===== src/rtl/morse_pkg.sv =====
// Shared types and constants for the Morse pattern generator: FSM states,
// Morse timing units and the character code enumeration.
package morse_pkg;

  localparam int CODE_MAX   = 35;
  localparam int DOT_UNITS  = 1;
  localparam int DASH_UNITS = 3;
  localparam int GAP_UNITS  = 1;
  localparam int MAX_UNITS  = 19;

  typedef enum logic [1:0] {
    ST_IDLE     = 2'd0,
    ST_EMIT_ON  = 2'd1,
    ST_EMIT_GAP = 2'd2,
    ST_COMMIT   = 2'd3
  } state_e;

  // Letters occupy 0-25, digits 26-35; anything above CODE_MAX is invalid.
  typedef enum logic [5:0] {
    CH_A = 6'd0, CH_B, CH_C, CH_D, CH_E, CH_F, CH_G, CH_H, CH_I, CH_J,
    CH_K, CH_L, CH_M, CH_N, CH_O, CH_P, CH_Q, CH_R, CH_S, CH_T,
    CH_U, CH_V, CH_W, CH_X, CH_Y, CH_Z,
    CH_0, CH_1, CH_2, CH_3, CH_4, CH_5, CH_6, CH_7, CH_8, CH_9
  } char_code_e;

endpackage


===== src/rtl/morse_pattern_gen_if.sv =====
// Request/result bundle between the requester (master) and the pattern
// generator (slave).
interface morse_pattern_gen_if #(
  parameter int PATTERN_W = 75
);
  logic                 start;
  logic [5:0]           char_code;
  logic [PATTERN_W-1:0] beep_bit;
  logic                 busy;
  logic                 done;
  logic                 err;

  modport master (output start, char_code, input beep_bit, busy, done, err);
  modport slave  (input start, char_code, output beep_bit, busy, done, err);
endinterface


===== src/rtl/morse_rom.sv =====
// Combinational character table: code -> symbol count and dot/dash map.
// sym_o[i] is the i-th symbol sent, 1 = dash.
module morse_rom
  import morse_pkg::*;
(
  input  logic [5:0] code_i,
  output logic       valid_o,
  output logic [2:0] len_o,
  output logic [4:0] sym_o
);

  // Table lookup; out-of-range codes report valid_o = 0.
  always_comb begin
    valid_o = 1'b1;
    len_o   = 3'd0;
    sym_o   = 5'b00000;
    case (code_i)
      CH_A: {len_o, sym_o} = {3'd2, 5'b00010};
      CH_B: {len_o, sym_o} = {3'd4, 5'b00001};
      CH_C: {len_o, sym_o} = {3'd4, 5'b00101};
      CH_D: {len_o, sym_o} = {3'd3, 5'b00001};
      CH_E: {len_o, sym_o} = {3'd1, 5'b00000};
      CH_F: {len_o, sym_o} = {3'd4, 5'b00100};
      CH_G: {len_o, sym_o} = {3'd3, 5'b00011};
      CH_H: {len_o, sym_o} = {3'd4, 5'b00000};
      CH_I: {len_o, sym_o} = {3'd2, 5'b00000};
      CH_J: {len_o, sym_o} = {3'd4, 5'b01110};
      CH_K: {len_o, sym_o} = {3'd3, 5'b00101};
      CH_L: {len_o, sym_o} = {3'd4, 5'b00010};
      CH_M: {len_o, sym_o} = {3'd2, 5'b00011};
      CH_N: {len_o, sym_o} = {3'd2, 5'b00001};
      CH_O: {len_o, sym_o} = {3'd3, 5'b00111};
      CH_P: {len_o, sym_o} = {3'd4, 5'b00110};
      CH_Q: {len_o, sym_o} = {3'd4, 5'b01011};
      CH_R: {len_o, sym_o} = {3'd3, 5'b00010};
      CH_S: {len_o, sym_o} = {3'd3, 5'b00000};
      CH_T: {len_o, sym_o} = {3'd1, 5'b00001};
      CH_U: {len_o, sym_o} = {3'd3, 5'b00100};
      CH_V: {len_o, sym_o} = {3'd4, 5'b01000};
      CH_W: {len_o, sym_o} = {3'd3, 5'b00110};
      CH_X: {len_o, sym_o} = {3'd4, 5'b01001};
      CH_Y: {len_o, sym_o} = {3'd4, 5'b01101};
      CH_Z: {len_o, sym_o} = {3'd4, 5'b00011};
      CH_0: {len_o, sym_o} = {3'd5, 5'b11111};
      CH_1: {len_o, sym_o} = {3'd5, 5'b11110};
      CH_2: {len_o, sym_o} = {3'd5, 5'b11100};
      CH_3: {len_o, sym_o} = {3'd5, 5'b11000};
      CH_4: {len_o, sym_o} = {3'd5, 5'b10000};
      CH_5: {len_o, sym_o} = {3'd5, 5'b00000};
      CH_6: {len_o, sym_o} = {3'd5, 5'b00001};
      CH_7: {len_o, sym_o} = {3'd5, 5'b00011};
      CH_8: {len_o, sym_o} = {3'd5, 5'b00111};
      CH_9: {len_o, sym_o} = {3'd5, 5'b01111};
      default: valid_o = 1'b0;
    endcase
  end

endmodule


===== src/rtl/morse_pattern_gen.sv =====
// Builds the on/off Morse pattern for one character into a shadow register,
// one bit per clock, then commits it to beep_bit in a single edge.
module morse_pattern_gen
  import morse_pkg::*;
#(
  parameter int PATTERN_W = 75,
  parameter int UNIT_BITS = 2
) (
  input logic               clk,
  input logic               rst,
  morse_pattern_gen_if.slave bus
);

  localparam int PTR_W = $clog2(PATTERN_W + 1);
  localparam int UC_W  = $clog2(UNIT_BITS + 1);

  state_e               state_q, state_d;
  logic                 rom_valid_s;
  logic [2:0]           rom_len_s;
  logic [4:0]           rom_sym_s;
  logic [2:0]           len_q;
  logic [4:0]           sym_q;
  logic [2:0]           sym_idx_q;
  logic [UC_W-1:0]      unit_cnt_q;
  logic [1:0]           elem_cnt_q;
  logic [PTR_W-1:0]     ptr_q;
  logic [PATTERN_W-1:0] shadow_q;
  logic [PATTERN_W-1:0] beep_q;
  logic                 busy_q, done_q, err_q;
  logic                 accept_s, reject_s, emit_s, wr_val_s, commit_s;
  logic [1:0]           elem_units_s;
  logic                 unit_last_s, elem_last_s, sym_last_s;

  morse_rom u_rom (
    .code_i  (bus.char_code),
    .valid_o (rom_valid_s),
    .len_o   (rom_len_s),
    .sym_o   (rom_sym_s)
  );

  // Element-end detection: gaps and dots/dashes share the unit/element counters.
  always_comb begin
    elem_units_s = 2'(DOT_UNITS);
    if (state_q == ST_EMIT_GAP) begin
      elem_units_s = 2'(GAP_UNITS);
    end else if (sym_q[sym_idx_q]) begin
      elem_units_s = 2'(DASH_UNITS);
    end else begin
      elem_units_s = 2'(DOT_UNITS);
    end
    unit_last_s = (unit_cnt_q == UC_W'(UNIT_BITS - 1));
    elem_last_s = unit_last_s && (elem_cnt_q == (elem_units_s - 2'd1));
    sym_last_s  = (sym_idx_q == (len_q - 3'd1));
  end

  // FSM state register.
  always_ff @(posedge clk or posedge rst) begin
    if (rst) begin
      state_q <= ST_IDLE;
    end else begin
      state_q <= state_d;
    end
  end

  // FSM next-state logic.
  always_comb begin
    state_d = state_q;
    case (state_q)
      ST_IDLE: begin
        if (bus.start && rom_valid_s) begin
          state_d = ST_EMIT_ON;
        end else begin
          state_d = ST_IDLE;
        end
      end
      ST_EMIT_ON: begin
        if (elem_last_s) begin
          state_d = sym_last_s ? ST_COMMIT : ST_EMIT_GAP;
        end else begin
          state_d = ST_EMIT_ON;
        end
      end
      ST_EMIT_GAP: begin
        if (elem_last_s) begin
          state_d = ST_EMIT_ON;
        end else begin
          state_d = ST_EMIT_GAP;
        end
      end
      ST_COMMIT: state_d = ST_IDLE;
      default:   state_d = ST_IDLE;
    endcase
  end

  // FSM output strobes driving the datapath.
  always_comb begin
    accept_s = 1'b0;
    reject_s = 1'b0;
    emit_s   = 1'b0;
    wr_val_s = 1'b0;
    commit_s = 1'b0;
    case (state_q)
      ST_IDLE: begin
        accept_s = bus.start && rom_valid_s;
        reject_s = bus.start && !rom_valid_s;
      end
      ST_EMIT_ON: begin
        emit_s   = 1'b1;
        wr_val_s = 1'b1;
      end
      ST_EMIT_GAP: emit_s   = 1'b1;
      ST_COMMIT:   commit_s = 1'b1;
      default:     emit_s   = 1'b0;
    endcase
  end

  // Datapath: latch request, serial shadow writes, atomic commit.
  always_ff @(posedge clk or posedge rst) begin
    if (rst) begin
      len_q      <= 3'd0;
      sym_q      <= 5'd0;
      sym_idx_q  <= 3'd0;
      unit_cnt_q <= '0;
      elem_cnt_q <= 2'd0;
      ptr_q      <= '0;
      shadow_q   <= '0;
      beep_q     <= '0;
      busy_q     <= 1'b0;
      done_q     <= 1'b0;
      err_q      <= 1'b0;
    end else begin
      err_q  <= reject_s;
      done_q <= commit_s;
      if (accept_s) begin
        len_q      <= rom_len_s;
        sym_q      <= rom_sym_s;
        sym_idx_q  <= 3'd0;
        unit_cnt_q <= '0;
        elem_cnt_q <= 2'd0;
        ptr_q      <= '0;
        shadow_q   <= '0;
        busy_q     <= 1'b1;
      end else if (emit_s) begin
        // Writes past the top of the pattern are dropped; sequencing continues.
        if (ptr_q < PTR_W'(PATTERN_W)) begin
          shadow_q[ptr_q] <= wr_val_s;
          ptr_q           <= ptr_q + PTR_W'(1);
        end else begin
          ptr_q <= ptr_q;
        end
        unit_cnt_q <= unit_last_s ? '0 : unit_cnt_q + UC_W'(1);
        if (elem_last_s) begin
          elem_cnt_q <= 2'd0;
        end else if (unit_last_s) begin
          elem_cnt_q <= elem_cnt_q + 2'd1;
        end else begin
          elem_cnt_q <= elem_cnt_q;
        end
        if (elem_last_s && (state_q == ST_EMIT_GAP)) begin
          sym_idx_q <= sym_idx_q + 3'd1;
        end else begin
          sym_idx_q <= sym_idx_q;
        end
      end else if (commit_s) begin
        beep_q <= shadow_q;
        busy_q <= 1'b0;
      end else begin
        busy_q <= busy_q;
      end
    end
  end

  assign bus.beep_bit = beep_q;
  assign bus.busy     = busy_q;
  assign bus.done     = done_q;
  assign bus.err      = err_q;

endmodule


===== src/flat_wrapper.sv =====
// flat-port wrapper written by rule: the top's interface ports become plain ports
module morse_pattern_gen_flat import morse_pkg::*;
#(
  parameter int PATTERN_W = 75,
  parameter int UNIT_BITS = 2
)
  (clk, rst, bus_start, bus_char_code, bus_beep_bit, bus_busy, bus_done, bus_err);
  morse_pattern_gen_if #(.PATTERN_W(PATTERN_W)) bus_i ();
  input logic clk;
  input logic rst;
  input wire logic [$bits(bus_i.start)-1:0] bus_start;
  input wire logic [$bits(bus_i.char_code)-1:0] bus_char_code;
  output wire logic [$bits(bus_i.beep_bit)-1:0] bus_beep_bit;
  output wire logic [$bits(bus_i.busy)-1:0] bus_busy;
  output wire logic [$bits(bus_i.done)-1:0] bus_done;
  output wire logic [$bits(bus_i.err)-1:0] bus_err;
  assign bus_i.start = bus_start;
  assign bus_i.char_code = bus_char_code;
  assign bus_beep_bit = bus_i.beep_bit;
  assign bus_busy = bus_i.busy;
  assign bus_done = bus_i.done;
  assign bus_err = bus_i.err;
  morse_pattern_gen #(.PATTERN_W(PATTERN_W), .UNIT_BITS(UNIT_BITS)) u_core (.clk(clk), .rst(rst), .bus(bus_i));
endmodule

===== config.mk =====
export PLATFORM = sky130hd
export DESIGN_NAME = morse_pattern_gen_flat
export DESIGN_NICKNAME = d
export VERILOG_FILES = /design/src/rtl/morse_pkg.sv /design/src/rtl/morse_pattern_gen_if.sv /design/src/rtl/morse_rom.sv /design/src/rtl/morse_pattern_gen.sv /design/src/flat_wrapper.sv
export SDC_FILE = /design/constraint.sdc
export NUM_CORES = 1
export LEC_CHECK = 0
export ABC_AREA = 1
export CAP_MARGIN = 5
export CORE_UTILIZATION = 30
export CTS_BUF_LIST = sky130_fd_sc_hd__clkbuf_4
export CTS_CLUSTER_SIZE = 12
export DETAILED_ROUTE_END_ITERATION = 8
export DONT_BUFFER_PORTS = 1
export GPL_TIMING_DRIVEN = 0
export PLACE_DENSITY = 0.41
export SLEW_MARGIN = 20
export SYNTH_ARGS = -nofsm -noshare
export SYNTH_HDL_FRONTEND = slang
export SYNTH_SLANG_ARGS = --single-unit
export TNS_END_PERCENT = 5

===== constraint.sdc =====
create_clock -name clk -period 10.1 [get_ports clk]
set_input_delay 1.01 -clock clk [delete_from_list [all_inputs] [get_ports clk]]
set_output_delay 1.01 -clock clk [all_outputs]
set_load 0.01 [all_outputs]

==> results of run 1 <==
[worst min-delay path by stage]
stage	start	end	slack, ns	cells after the start
floorplan	u_core.shadow_q[31]	u_core.bus.beep_bit[31]	0.44	2
global placement	u_core.sym_q[0]	u_core.sym_q[0]	0.47	2
detailed placement	u_core.sym_q[0]	u_core.sym_q[0]	0.47	2
CTS	rst	u_core.bus.beep_bit[54]	0.15	1
global route	rst	u_core.bus.beep_bit[34]	0.15	1
finish	rst	u_core.bus.beep_bit[38]	0.20	1
[critical path, stage by stage, from the launching register on]
cell and delay, ns:
dfrtp_1 0.41, inv_1 0.07, ha_1 0.27, buf_2 0.21, a21boi_0 0.21, nand2_1 0.17, inv_2 0.12, buf_2 0.25
clkbuf_1 0.45, nand3_1 0.19, a21oi_1 0.16
[power by group]
part / switching, W / internal [W]
clock network: 0.000271 / 0.000200
logic: 0.000555 / 0.000211
registers: 0.000215 / 0.000909
total: 0.00104 / 0.00132
[state kept, by name, summed over array words and instances (netlist names)]
| register | cells |
|---|---|
| u_core.bus.beep_bit | 75 |
| u_core.shadow_q | 75 |
| u_core.ptr_q | 7 |
| u_core.sym_q | 5 |
| u_core.len_q | 3 |
| u_core.sym_idx_q | 3 |
| u_core.elem_cnt_q | 2 |
| u_core.state_q | 2 |
| u_core.unit_cnt_q | 2 |
| u_core.bus.busy | 1 |
| u_core.bus.done | 1 |
| u_core.bus.err | 1 |
[area by class of cell]
class | count | share of cell area [%]
Timing Repair Buffer | 2 | 0.5837
Sequential cell | 177 | 46.96
Antenna cell | 2 | 0.05306
Multi-Input combinational cell | 835 | 38.78
Clock buffer | 18 | 1.433
Buffer | 54 | 2.653
Inverter | 62 | 2.547
Tap cell | 378 | 5.015
Clock inverter | 14 | 1.977
[cells by family after synthesis]
kind of cell | Yosys count | share of synthesized area [%]
and+or+nand+nor | 718 | 34.76
AOI/OAI and AO/OA | 102 | 6.074
buffers and inverters | 116 | 5.636
xor gates and xnor gates | 8 | 0.8177
DFF | 177 | 51.69
adders and majority gates | 7 | 1.022
[synthesized netlist by cell type (all sizes together)]
master / instances
a21boi: 1
a21oi: 75
a31oi: 1
buf: 19
clkbuf: 35
clkinv: 3
dfrtp: 177
ha: 7
inv: 59
nand2: 459
nand3: 119
nand4: 5
nor2: 126
nor3: 8
nor4: 1
o21a: 1
o21ai: 24
xnor2: 2
xor2: 6
[metrics by stage]
step	hold slack (ns)	utilization, %
2_1_floorplan	0.4427	-
3_3_place_gp	0.4698	32.37
3_5_place_dp	0.4676	32.59
4_1_cts	0.1492	33.75
5_1_grt	0.1484	33.76
6_report	0.2003	33.76
[layer usage]
| metal | up-vias | global-route usage [%] |
|---|---|---|
| met5 | - | 0 |
| met4 | 0 | 5.124 |
| met3 | 18 | 3.285 |
| met2 | 107 | 29.36 |
| met1 | 3445 | 23.77 |
| li1 | 3627 | - |
==> impl_metrics.csv, run 1 <==
group,metric,value,unit
critical_path,worstPathRequired,10.61,ns
route,drcViolationCount,0,
yosys,syn_nets,1144,
pwr,p_leak,4.510,nW
run_status,status,"finished clean",
yosys,synth_warnings,0,
route,top_layer,"met4",
clocking,cts_made_buffers,17,
final_layout,postLayoutCellArea,0.009432,sq mm
yosys,syn_area,0.008569,sq mm
yosys,syn_area_per_cell,7.597,sq um
floorplan,rows,61,
critical_path,path_class,"flip-flop to flip-flop",
final_layout,regArea,0.004429,sq mm
critical_path,r2r_end,"u_core.shadow_q[63]",
sta,worst_pin_slew,0.7515,ns
final_layout,synthToLayoutAreaGrowth,10.06,%
clocking,cts.sinks,177,
sta,rsz0062_at_grt,"false",
yosys,synth-seq-cells,177,
sta,fin_ws,7.512,ns
flow_run,max_cap_violations,0,
sta,fin_crit_sh,25.63,%
clocking,clk-insertion-delay-late,0.58,ns
final_layout,layout_common_cells,"nand2_1 (456), dfrtp_1 (177), nand3_1 (118)",
clocking,cts_max_path_buffers,2,
final_layout,final_common_cell,"nand2_1",
critical_path,worstSetupStartpointType,"flip-flop",
grt,grt_max_degree,93,
clocking,ctsHoldBuffers,0,
sta,period_needed,2.588,ns
yosys,synth_top_area_share,51.69,%
clocking,cts_max_level,4,
route,via_count,7197,
clocking,post_cts_buffers,0,
yosys,synth_area_leaders,"dfrtp_1 (52%), nand2_1 (20%), nand3_1 (6.9%)",
floorplan,io_pins,87,
route,detail_route.wl_per_cell,15.79,microns
floorplan,initial_utilization,30.68,%
grt,grt_pass1_vias,7324,
pwr,peakVddDrop,0.00009035,V
clocking,ctsResizeCount,0,
clocking,root_buffer,"clkbuf_4",
sta,slew_headroom,49.76,%
route,wl_met1,11.51,mm
place,finalWeightedCongestion,0.8878,
sta,setup_tns,0,ns
place,place_area,0.009105,sq mm
grt,grt_pass1_wl,40.07,mm
pwr,power.density,250.4,mW/mm^2
route,wl_met2,11.65,mm
critical_path,crit_start,"u_core.state_q[0]",
yosys,yosysUniqueCellTypes,30,
final_layout,final_cells,1542,
yosys,seq_area_frac_synth,51.69,%
route,wl_met3,880,microns
yosys,yosys.area.top_type,"dfrtp_1",
final_layout,n_fill_cell,3045,
floorplan,dieHeight,171.0,microns
floorplan,die_area,0.02924,sq mm
sta,finalMaxSlewViolations,0,
final_layout,final_layout_size_suffix_gt1_share,7.229,%
grt,antenna_found_initial,1,
route,antenna_left,0,
pwr,power,0.002362,W
clocking,clk_pin_slew,0.16,ns
sta,finalClockSkew,0.02246,ns
route,routed_wl,24.36,mm
place,pre_cts_ws,7.276,ns
critical_path,r2r-start,"u_core.state_q[0]",
sta,fmax,386.4,MHz
critical_path,end_kind,"flip-flop",
critical_path,r2r_setup_slack,7.51,ns
place,dp_cells,1508,
place,numPortBuffers,0,
final_layout,nNetsFinal,1165,
sta,hold_viol,0,
route,drtIter0Drc,445,
final_layout,multiInputGateArea,0.003657,sq mm
min_path,hold_path.class,"primary input to asynchronous set/reset pin",
floorplan,core_area,0.02793,sq mm
floorplan,die_w,171.0,microns
grt,grt_util_all_layers,17.83,%
clocking,cts_tree,"yes",
yosys,netlist_instances,1128,
critical_path,endpoint,"u_core.shadow_q[63]",
route,routed_via_density,4.667,
critical_path,rr_worst_depth,10,
grt,overflow,0,
route,dr.pass1.iters,5,
place,hpwl,16.82,mm
critical_path,cp.arrival,3.10,ns
critical_path,cp_max_fo,10,
sta,setup_viol,0,
Note: power is estimated with default switching activity, not from simulation.
==> run 2: changes to the inputs <==
clock period = 2.7 ns   (was 10.1 ns; I/O delays follow)
==> impl_metrics.csv, run 2 (synthesis results as in run 1) <==
group,metric,value,unit
sta,finalClockSkew,0.02794,ns
sta,worst_pin_slew,0.7665,ns
critical_path,cp_max_fo,9,
pwr,peakVddDrop,0.0003782,V
clocking,cts.sinks,177,
critical_path,rr_worst_depth,9,
clocking,cts_max_level,4,
floorplan,rows,61,
critical_path,worstPathRequired,3.17,ns
final_layout,synthToLayoutAreaGrowth,10.88,%
final_layout,nNetsFinal,1172,
route,dr.pass1.iters,5,
critical_path,worstSetupStartpointType,"flip-flop",
sta,setup_viol,0,
pwr,power.density,916.5,mW/mm^2
pwr,power,0.008708,W
route,via_count,7171,
sta,fmax,398.3,MHz
critical_path,r2r-start,"u_core.state_q[1]",
sta,holdWs,0.06181,ns
floorplan,initial_utilization,30.68,%
floorplan,die_area,0.02924,sq mm
route,antenna_left,0,
grt,grt_util_all_layers,17.55,%
place,numPortBuffers,0,
floorplan,io_pins,87,
floorplan,dieHeight,171.0,microns
sta,rsz0062_at_grt,"true",
route,detail_route.wl_per_cell,15.74,microns
sta,finalMaxSlewViolations,0,
critical_path,end_kind,"flip-flop",
min_path,hold_path.class,"primary input to asynchronous set/reset pin",
route,routed_wl,24.36,mm
grt,grt_pass1_vias,7091,
grt,grt_max_degree,33,
place,finalWeightedCongestion,0.8745,
critical_path,cp.arrival,2.98,ns
grt,grt_pass1_wl,39.33,mm
pwr,p_leak,4.543,nW
critical_path,r2r_end,"u_core.shadow_q[7]",
final_layout,layout_common_cells,"nand2_1 (456), dfrtp_1 (177), nand3_1 (118)",
run_status,status,"finished clean",
route,drtIter0Drc,374,
route,drcViolationCount,0,
flow_run,max_cap_violations,0,
floorplan,core_area,0.02793,sq mm
sta,slew_headroom,48.76,%
final_layout,final_layout_size_suffix_gt1_share,8.298,%
clocking,clk_pin_slew,0.17,ns
clocking,cts_max_path_buffers,2,
sta,hold_viol,0,
route,routed_via_density,4.632,
sta,period_needed,2.511,ns
floorplan,die_w,171.0,microns
clocking,cts_made_buffers,17,
critical_path,path_class,"flip-flop to flip-flop",
final_layout,final_common_cell,"nand2_1",
clocking,cts_tree,"yes",
final_layout,postLayoutCellArea,0.009502,sq mm
clocking,root_buffer,"clkbuf_4",
place,place_area,0.009166,sq mm
clocking,clk-insertion-delay-late,0.60,ns
grt,antenna_found_initial,1,
grt,overflow,0,
place,hpwl,17.21,mm
clocking,post_cts_buffers,0,
critical_path,r2r_setup_slack,0.19,ns
sta,fin_crit_sh,92.99,%
-- run 2: area by class of cell --
class	count	area, sq um
Antenna cell	1	2.502
Buffer	54	259.0
Clock buffer	17	127.6
Clock inverter	15	166.4
Fill cell	3073	18430
Inverter	62	236.5
Multi-Input combinational cell	835	3657
Sequential cell	177	4429
Tap cell	378	473.0
Timing Repair Buffer	9	150.1
-- run 2: repair_timing --
item | CTS | global route
hold buffers | 3 | 0
setup endpoints to repair | 0 | 45
gates resized for setup | 0 | 13
endpoints found under the hold margin | 148 | 0
-- run 2: power by group --
group,total (W),leakage (nW),internal [W],switching (W)
Combinational,0.00291,1.98,0.000823,0.00209
Clock,0.00159,0.150,0.000501,0.00109
Sequential,0.00421,2.41,0.00340,0.000808
Total,0.00871,4.54,0.00473,0.00398
-- run 2: worst max-delay path, stage by stage (launching register included) --
cell and delay [ns]:
dfrtp_1 0.41, inv_1 0.07, ha_1 0.26, buf_2 0.20
a21boi_0 0.21, nand2_1 0.17, nor2_1 0.47, nand2_1 0.20
o21ai_0 0.34, nor2_4 0.06
-- run 2: worst max-delay path by stage --
stage,cells past startpoint,to,slack [ns],from
3_5_place_dp,10,u_core.shadow_q[63],0.12,u_core.state_q[0]
3_3_place_gp,1,u_core.bus.beep_bit[10],-1.13,rst
2_1_floorplan,1,u_core.bus.beep_bit[0],0.16,rst
6_report,9,u_core.shadow_q[7],0.19,u_core.state_q[1]
5_1_grt,9,u_core.shadow_q[23],-0.08,u_core.state_q[1]
4_1_cts,10,u_core.shadow_q[63],0.07,u_core.state_q[1]
-- run 2: metrics by stage --
step	utilization (%)	setup WS (ns)	setup TNS [ns]	instances
finish	34.01	0.1893	0	1548
global route	34.01	-0.08316	-0.4879	1548
CTS	33.97	0.06998	0	1547
detailed placement	32.81	0.1164	0	1512
global placement	32.38	-1.127	-196.46	1506
floorplan	-	0.1634	0	1128
-- run 2: layer usage --
layer	track usage (%)	routed length, microns
met5	0	0
met4	4.309	214
met3	2.984	818
met2	28.91	11760
met1	23.80	11560
